File: config.mk
export PLATFORM = sky130hd
export DESIGN_NAME = qlf_cfg_chain
export DESIGN_NICKNAME = d
export VERILOG_FILES = /design/src/rtl/qlf_cfg_pkg.sv /design/src/rtl/qlf_cfg_shreg.sv /design/src/rtl/qlf_cfg_chain.sv
export SDC_FILE = /design/constraint.sdc
export NUM_CORES = 1
export LEC_CHECK = 0
export ABC_AREA = 1
export CAP_MARGIN = 10
export CORE_UTILIZATION = 53
export CTS_BUF_LIST = sky130_fd_sc_hd__clkbuf_8 sky130_fd_sc_hd__clkbuf_16
export CTS_CLUSTER_SIZE = 30
export DETAILED_ROUTE_END_ITERATION = 8
export PLACE_DENSITY = 0.84
export SLEW_MARGIN = 20
export SYNTH_ARGS = -nofsm -noshare
export SYNTH_HDL_FRONTEND = slang
export SYNTH_SLANG_ARGS = --single-unit
export TNS_END_PERCENT = 10
File: constraint.sdc
create_clock -name clk -period 4.1 [get_ports clk]
set_clock_uncertainty 0.15 [all_clocks]
set_input_delay 0.41 -clock clk [delete_from_list [all_inputs] [get_ports clk]]
set_output_delay 0.41 -clock clk [all_outputs]
set_load 0.05 [all_outputs]
File: src/rtl/qlf_cfg_pkg.sv
// Shared types and helpers for the qlf_k4n8 configuration scan-chain controller.
package qlf_cfg_pkg;

   typedef enum logic [1:0] {
      IDLE  = 2'd0,
      SHIFT = 2'd1,
      LATCH = 2'd2,
      DONE  = 2'd3
   } cfg_state_t;

   // Flat cfg_out bit position of chain c, bit i.
   function automatic int unsigned cfg_idx(input int unsigned c, input int unsigned i,
                                           input int unsigned len);
      return c * len + i;
   endfunction

endpackage

File: src/rtl/qlf_cfg_shreg.sv
// One configuration chain: LENGTH-bit left shift register, serial in at bit 0,
// serial out from the MSB, full parallel view for the shadow load.
module qlf_cfg_shreg #(
   parameter int LENGTH = 16
) (
   input  logic              clk,
   input  logic              rst_n,
   input  logic              en_i,
   input  logic              sin_i,
   output logic              sout_o,
   output logic [LENGTH-1:0] par_o
);

   logic [LENGTH-1:0] sreg_q, sreg_d;

   always_comb begin
      sreg_d = sreg_q;
      if (en_i) sreg_d = {sreg_q[LENGTH-2:0], sin_i};
   end

   always_ff @(posedge clk or negedge rst_n) begin
      if (!rst_n) sreg_q <= '0;
      else        sreg_q <= sreg_d;
   end

   assign sout_o = sreg_q[LENGTH-1];
   assign par_o  = sreg_q;

endmodule

File: src/rtl/qlf_cfg_chain.sv
// Configuration scan-chain controller: streams CHAINS parallel chains in from a
// valid/ready source, commits each completed load atomically to a shadow register.
module qlf_cfg_chain
   import qlf_cfg_pkg::*;
#(
   parameter  int CHAINS = 4,
   parameter  int LENGTH = 16,
   localparam int CNT_W  = $clog2(LENGTH)
) (
   input  logic                     clk,
   input  logic                     rst_n,
   input  logic                     start,
   input  logic                     abort,
   input  logic                     in_valid,
   input  logic [CHAINS-1:0]        in_data,
   output logic                     in_ready,
   output logic [CHAINS-1:0]        scan_out,
   output logic [CHAINS*LENGTH-1:0] cfg_out,
   output logic                     busy,
   output logic                     done,
   output logic                     error
);

   localparam logic [CNT_W-1:0] LAST_BEAT = CNT_W'(LENGTH - 1);

   cfg_state_t                      state_q, state_d;
   logic [CNT_W-1:0]                cnt_q, cnt_d;
   logic [CHAINS*LENGTH-1:0]        cfg_q, cfg_d;
   logic                            err_q, err_d;
   logic                            shift_en;
   logic [CHAINS-1:0][LENGTH-1:0]   par;
   logic [CHAINS*LENGTH-1:0]        par_flat;

   for (genvar c = 0; c < CHAINS; c++) begin : g_chain
      qlf_cfg_shreg #(.LENGTH(LENGTH)) u_shreg (
         .clk    (clk),
         .rst_n  (rst_n),
         .en_i   (shift_en),
         .sin_i  (in_data[c]),
         .sout_o (scan_out[c]),
         .par_o  (par[c])
      );
      assign par_flat[cfg_idx(c, 0, LENGTH) +: LENGTH] = par[c];
   end

   // abort outranks a same-cycle beat, so the shift enable is gated by it.
   always_comb begin
      state_d  = state_q;
      cnt_d    = cnt_q;
      cfg_d    = cfg_q;
      err_d    = 1'b0;
      shift_en = 1'b0;
      case (state_q)
         IDLE: begin
            if (start) begin
               state_d = SHIFT;
               cnt_d   = '0;
            end
         end
         SHIFT: begin
            if (abort) begin
               state_d = IDLE;
               err_d   = 1'b1;
            end else if (in_valid) begin
               shift_en = 1'b1;
               cnt_d    = cnt_q + CNT_W'(1);
               if (cnt_q == LAST_BEAT) state_d = LATCH;
            end
         end
         LATCH: begin
            cfg_d   = par_flat;
            state_d = DONE;
         end
         DONE:    state_d = IDLE;
         default: state_d = IDLE;
      endcase
   end

   always_ff @(posedge clk or negedge rst_n) begin
      if (!rst_n) begin
         state_q <= IDLE;
         cnt_q   <= '0;
         cfg_q   <= '0;
         err_q   <= 1'b0;
      end else begin
         state_q <= state_d;
         cnt_q   <= cnt_d;
         cfg_q   <= cfg_d;
         err_q   <= err_d;
      end
   end

   assign in_ready = (state_q == SHIFT);
   assign busy     = (state_q != IDLE);
   assign done     = (state_q == DONE);
   assign error    = err_q;
   assign cfg_out  = cfg_q;

endmodule

-- Word level (Yosys, flattened, before mapping)
Cells that the tools add are included.
- register bits: 135
- input port bits: 9
- output and inout port bits: 72
- logic and storage cells: 37
- add/subtract/negate cells: 1
- equality and inequality tests: 9
- muxes and demuxes: 14
- reductions and logical operators: 5
- operators by type and width (cell ; count):
    4-bit two-way mux ; 3
    2-bit two-way mux ; 4
    2-bit case mux with 4 select lines ; 1
    4-bit case mux with 2 select lines ; 1
    2-bit inequality test (second input constant) ; 3
    1-bit two-way mux ; 5
    4-bit by 1-bit adder with 4-bit output (second input constant) ; 1
    2-bit equality test (second input constant) ; 2
    4-bit equality test (second input constant) ; 1
    4-bit AND reduction ; 1
    2-bit nonzero test ; 2
    3-bit by 2-bit inequality test with 1-bit output (second input constant) ; 1
    3-bit inequality test (second input constant) ; 1
    3-bit AND reduction ; 1
    2-bit by 1-bit equality test with 1-bit output (second input constant) ; 1
    2-bit zero test ; 1

-- Depth between registers and ports, before layout
- depth after elaboration: 5
- mapped depth: 7

-- Hierarchy
Synthesis repeated with hierarchy kept, for this count alone.
- cell total of the unflattened synthesis: 461
- area total of the unflattened synthesis: 5764.3 um^2
- modules (own cells, without submodules) (module ; times used ; cells an instance ; area each (um^2) ; sequential area each (um^2)):
    qlf_cfg_chain ; 1 ; 185 ; 2996.6 ; 1776.7
    qlf_cfg_shreg ; 4 ; 69 ; 691.9 ; 400.4

-- Worst setup path after synthesis
No wires, ideal clock.
- path kind: register to register
- from: reg (tool-made name)
- to: reg cnt_q[3]
- setup time: 129 ps
- data arrival time: 1603 ps
- required time: 3821 ps
- setup slack: 2218 ps
- cell stages (with the launch flop): 5
- path buffers: 0
- cell sequence: dfrtp_1 > nor2_1 > nand2_1 > nand2_1 > o21ai_0
- RTL lines (item ; RTL line ; source):
    end signal, assigned ; qlf_cfg_chain.sv:87 ; cnt_q <= cnt_d;
    end, declared ; qlf_cfg_chain.sv:27 ; logic [CNT_W-1:0] cnt_q, cnt_d;

==> results by group <==
Run status
  – Outcome: finished, final reports clean

Worst hold path
  – Hold depth: 2
  – Hold WC Path Type: flip-flop to flip-flop

Job
  – Max-Cap Viols: 0

Detailed routing
  – DRT Wirelength: 9.70 mm
  – Via density: 4.92
  – WL/cell: 13.3 um
  – Final ANT Viol Nets: 0
  – Drt initial violations: 216
  – Vias: 3605
  – DRT Pass-1 Iters: 4
  – Drt drc: 0

Floorplan
  – Chip height: 101 um
  – Num ports: 81
  – Core Region: 9330 um^2
  – Die Width: 101 um
  – Starting Density: 0.554
  – DIE AREA: 10200 um^2
  – Placement row count: 35

Power and ir drop
  – Comb pwr share: 0.271
  – Clock power share: 0.306
  – Leak Pwr: 2.99 nW
  – Sw frac: 0.348
  – Total chip power: 4.50 mW
  – Power density cells: 688 nW/um^2
  – P_int: 2.93 mW
  – Sw Pwr: 1.57 mW
  – Sequential share of power: 0.424
  – VDD IR-drop max: 0.434 mV

CTS
  – TritonCTS clock tree: built
  – Num CTS Buffers: 17
  – Worst skew pair latency: 0.51 ns
  – Htree depth: 4
  – CTS clk-pin slew, worst paths: 0.05 ns
  – Clock Path Buffers: 2
  – Setup bufs post-CTS: 0
  – Clock root buffer: clkbuf_8
  – Num Clock Sinks: 135

STA
  – Slew margin rel.: 0.404
  – Worst-Margin Slew: 0.894 ns
  – Fin crit period: 2.73 ns
  – Final period util: 0.666
  – Final Max Tran Viols: 0
  – RSZ-0062 raised after global routing: no
  – Final setup TNS: 0 ns
  – Setup slack after layout: 1.37 ns
  – Max frequency: 366 MHz
  – Final setup violation count: 0
  – Final Hold Vio Count: 0

Yosys
  – Cell taking the most area after synthesis: dfrtp_1
  – Post-Syn Instances: 521
  – Post-synth top flop: dfrtp_1
  – Synth Net Count: 531
  – Syn Area/Cell: 9.92 um^2
  – Synth cell count leaders: nand2_1 (142), dfrtp_1 (135), o21ai_0 (95), inv_1 (64), o21ai_1 (18)
  – Yosys reg bits: 135
  – Seq/Total Area, Yosys: 0.654
  – YS warnings: 0
  – Post-Syn Area: 5170 um^2
  – Most common cell in the synthesized netlist: nand2_1
  – Top cell type's share of synthesized area: 0.654
  – Distinct cells, synth: 20
  – Synth async-reset ratio: 1.00
  – Largest cells by area after synthesis: dfrtp_1 (65%), nand2_1 (10%), o21ai_0 (9.2%)
  – Post-synth EDFFs: 0

Worst setup path
  – Crit Path Class: flip-flop to primary output
  – CP max FO: 5
  – Worst setup SP type: flip-flop
  – CP endpoint kind: primary output
  – WP data arrival: 2.17 ns
  – Cells on worst reg2reg path: 4
  – Worst Path Required: 3.54 ns

Placement
  – Final RePlAce weighted congestion: 0.783
  – Post-Place Worst Slack: 1.48 ns
  – Number of port buffers: 80
  – DP HPWL: 5.94 mm

Cells and area
  – Share of cells above drive strength 1: 0.0862
  – Layout Nets: 601
  – Syn-to-layout area delta: 26.7%
  – ANT cells: 0

GRT
  – Global Route Usage Sum: 0.207
  – Grt total ovfl: 0
  – Largest net degree at the start of global routing: 127
  – Initial antenna violation count: 0
  – Vias in the first global route: 3398
  – First-pass GRT wire length: 16.0 mm
## worst max-delay path: stages (launching register included)
cell and delay (ns):
dfrtp_1 0.51, nor2_1 0.30, clkdlybuf4s50_1 0.86
## cell families after synthesis
logic type | after synthesis | synth area share
AOI/OAI and AO/OA | 126 | 0.131
adders and majority gates | 1 | 0.00242
buffers and inverters | 96 | 0.0816
DFF | 135 | 0.654
muxes | 4 | 0.00871
and+or+nand+nor | 159 | 0.123
## state kept, by name (all words and copies together), names as in the netlist, named ones only
register               flops
cfg_out                   64
g_chain.u_shreg.par_o     64
cnt_q                      4
error                      1
state_q                    1
## stage by stage
stage	instance area (um^2)	instances	util	hold WS [ns]
2_1_floorplan	5170	521	-	-0.0356
4_1_cts	6530	732	0.700	0.318
3_3_place_gp	5970	700	0.640	0.304
3_5_place_dp	5970	700	0.640	0.309
6_report	6550	732	0.702	0.319
5_1_grt	6550	732	0.702	0.326
## timing repair
action,CTS,global route
hold buffers,1,0
resized for setup,0,0
endpoints found under the hold margin,103,0
setup endpoints to repair,0,0
## area by class of cell
cell class,instances,area [um^2]
Fill cell,688,2780
Timing Repair Buffer,82,820
Clock inverter,10,80.1
Sequential cell,135,3380
Tap cell,129,161
Multi-Input combinational cell,290,1390
Clock buffer,21,469
Inverter,65,244
## cell usage in the layout, fill, tap and decap left out
master and count:
nand2_1 141, nand4_1 1, dlygate4sd3_1 1, buf_4 1, mux2_2 4, clkinvlp_4 3, or2_2 1, a21oi_1 1
o21ai_2 12, nor2_1 2, clkbuf_8 5, inv_2 1, buf_6 1, clkdlybuf4s50_1 79, dfrtp_1 135, nor3_4 1
o21ai_0 95, nand2_8 2, clkbuf_16 16, inv_1 66, bufinv_16 1, nand3_1 11, clkinv_2 4, o21ai_1 18
ha_1 1
## power by group through the flow
stage / Sequential, mW / Clock [mW] / Combinational [mW]
2_1_floorplan: 2.13 / 0 / 0.629
3_3_place_gp: 1.90 / 0 / 1.16
3_5_place_dp: 1.92 / 0 / 1.21
4_1_cts: 1.91 / 1.40 / 1.23
5_1_grt: 1.94 / 1.46 / 1.34
6_report: 1.91 / 1.38 / 1.22
## routing by layer
| metal | routed length (um) | global-route usage |
|---|---|---|
| met3 | 336 | 0.0520 |
| met5 | 0 | 0 |
| met2 | 5020 | 0.334 |
| met4 | 106 | 0.0881 |
| met1 | 4240 | 0.268 |
## path summary, 6_finish.rpt
path	to	from	slack, ns
max	in_ready	flip-flop	1.37
min	g_chain[3].u_shreg.par_o[0]	g_chain[3].u_shreg.par_o[0]	0.32
max reg2reg	g_chain[1].u_shreg.par_o[2]	flip-flop	2.03
min reg2reg	g_chain[3].u_shreg.par_o[0]	g_chain[3].u_shreg.par_o[0]	0.32
max in group asynchronous	cfg_out[49]	rst_n	2.40
min in group asynchronous	cfg_out[9]	rst_n	0.42
(Power assumes the default switching activity.)
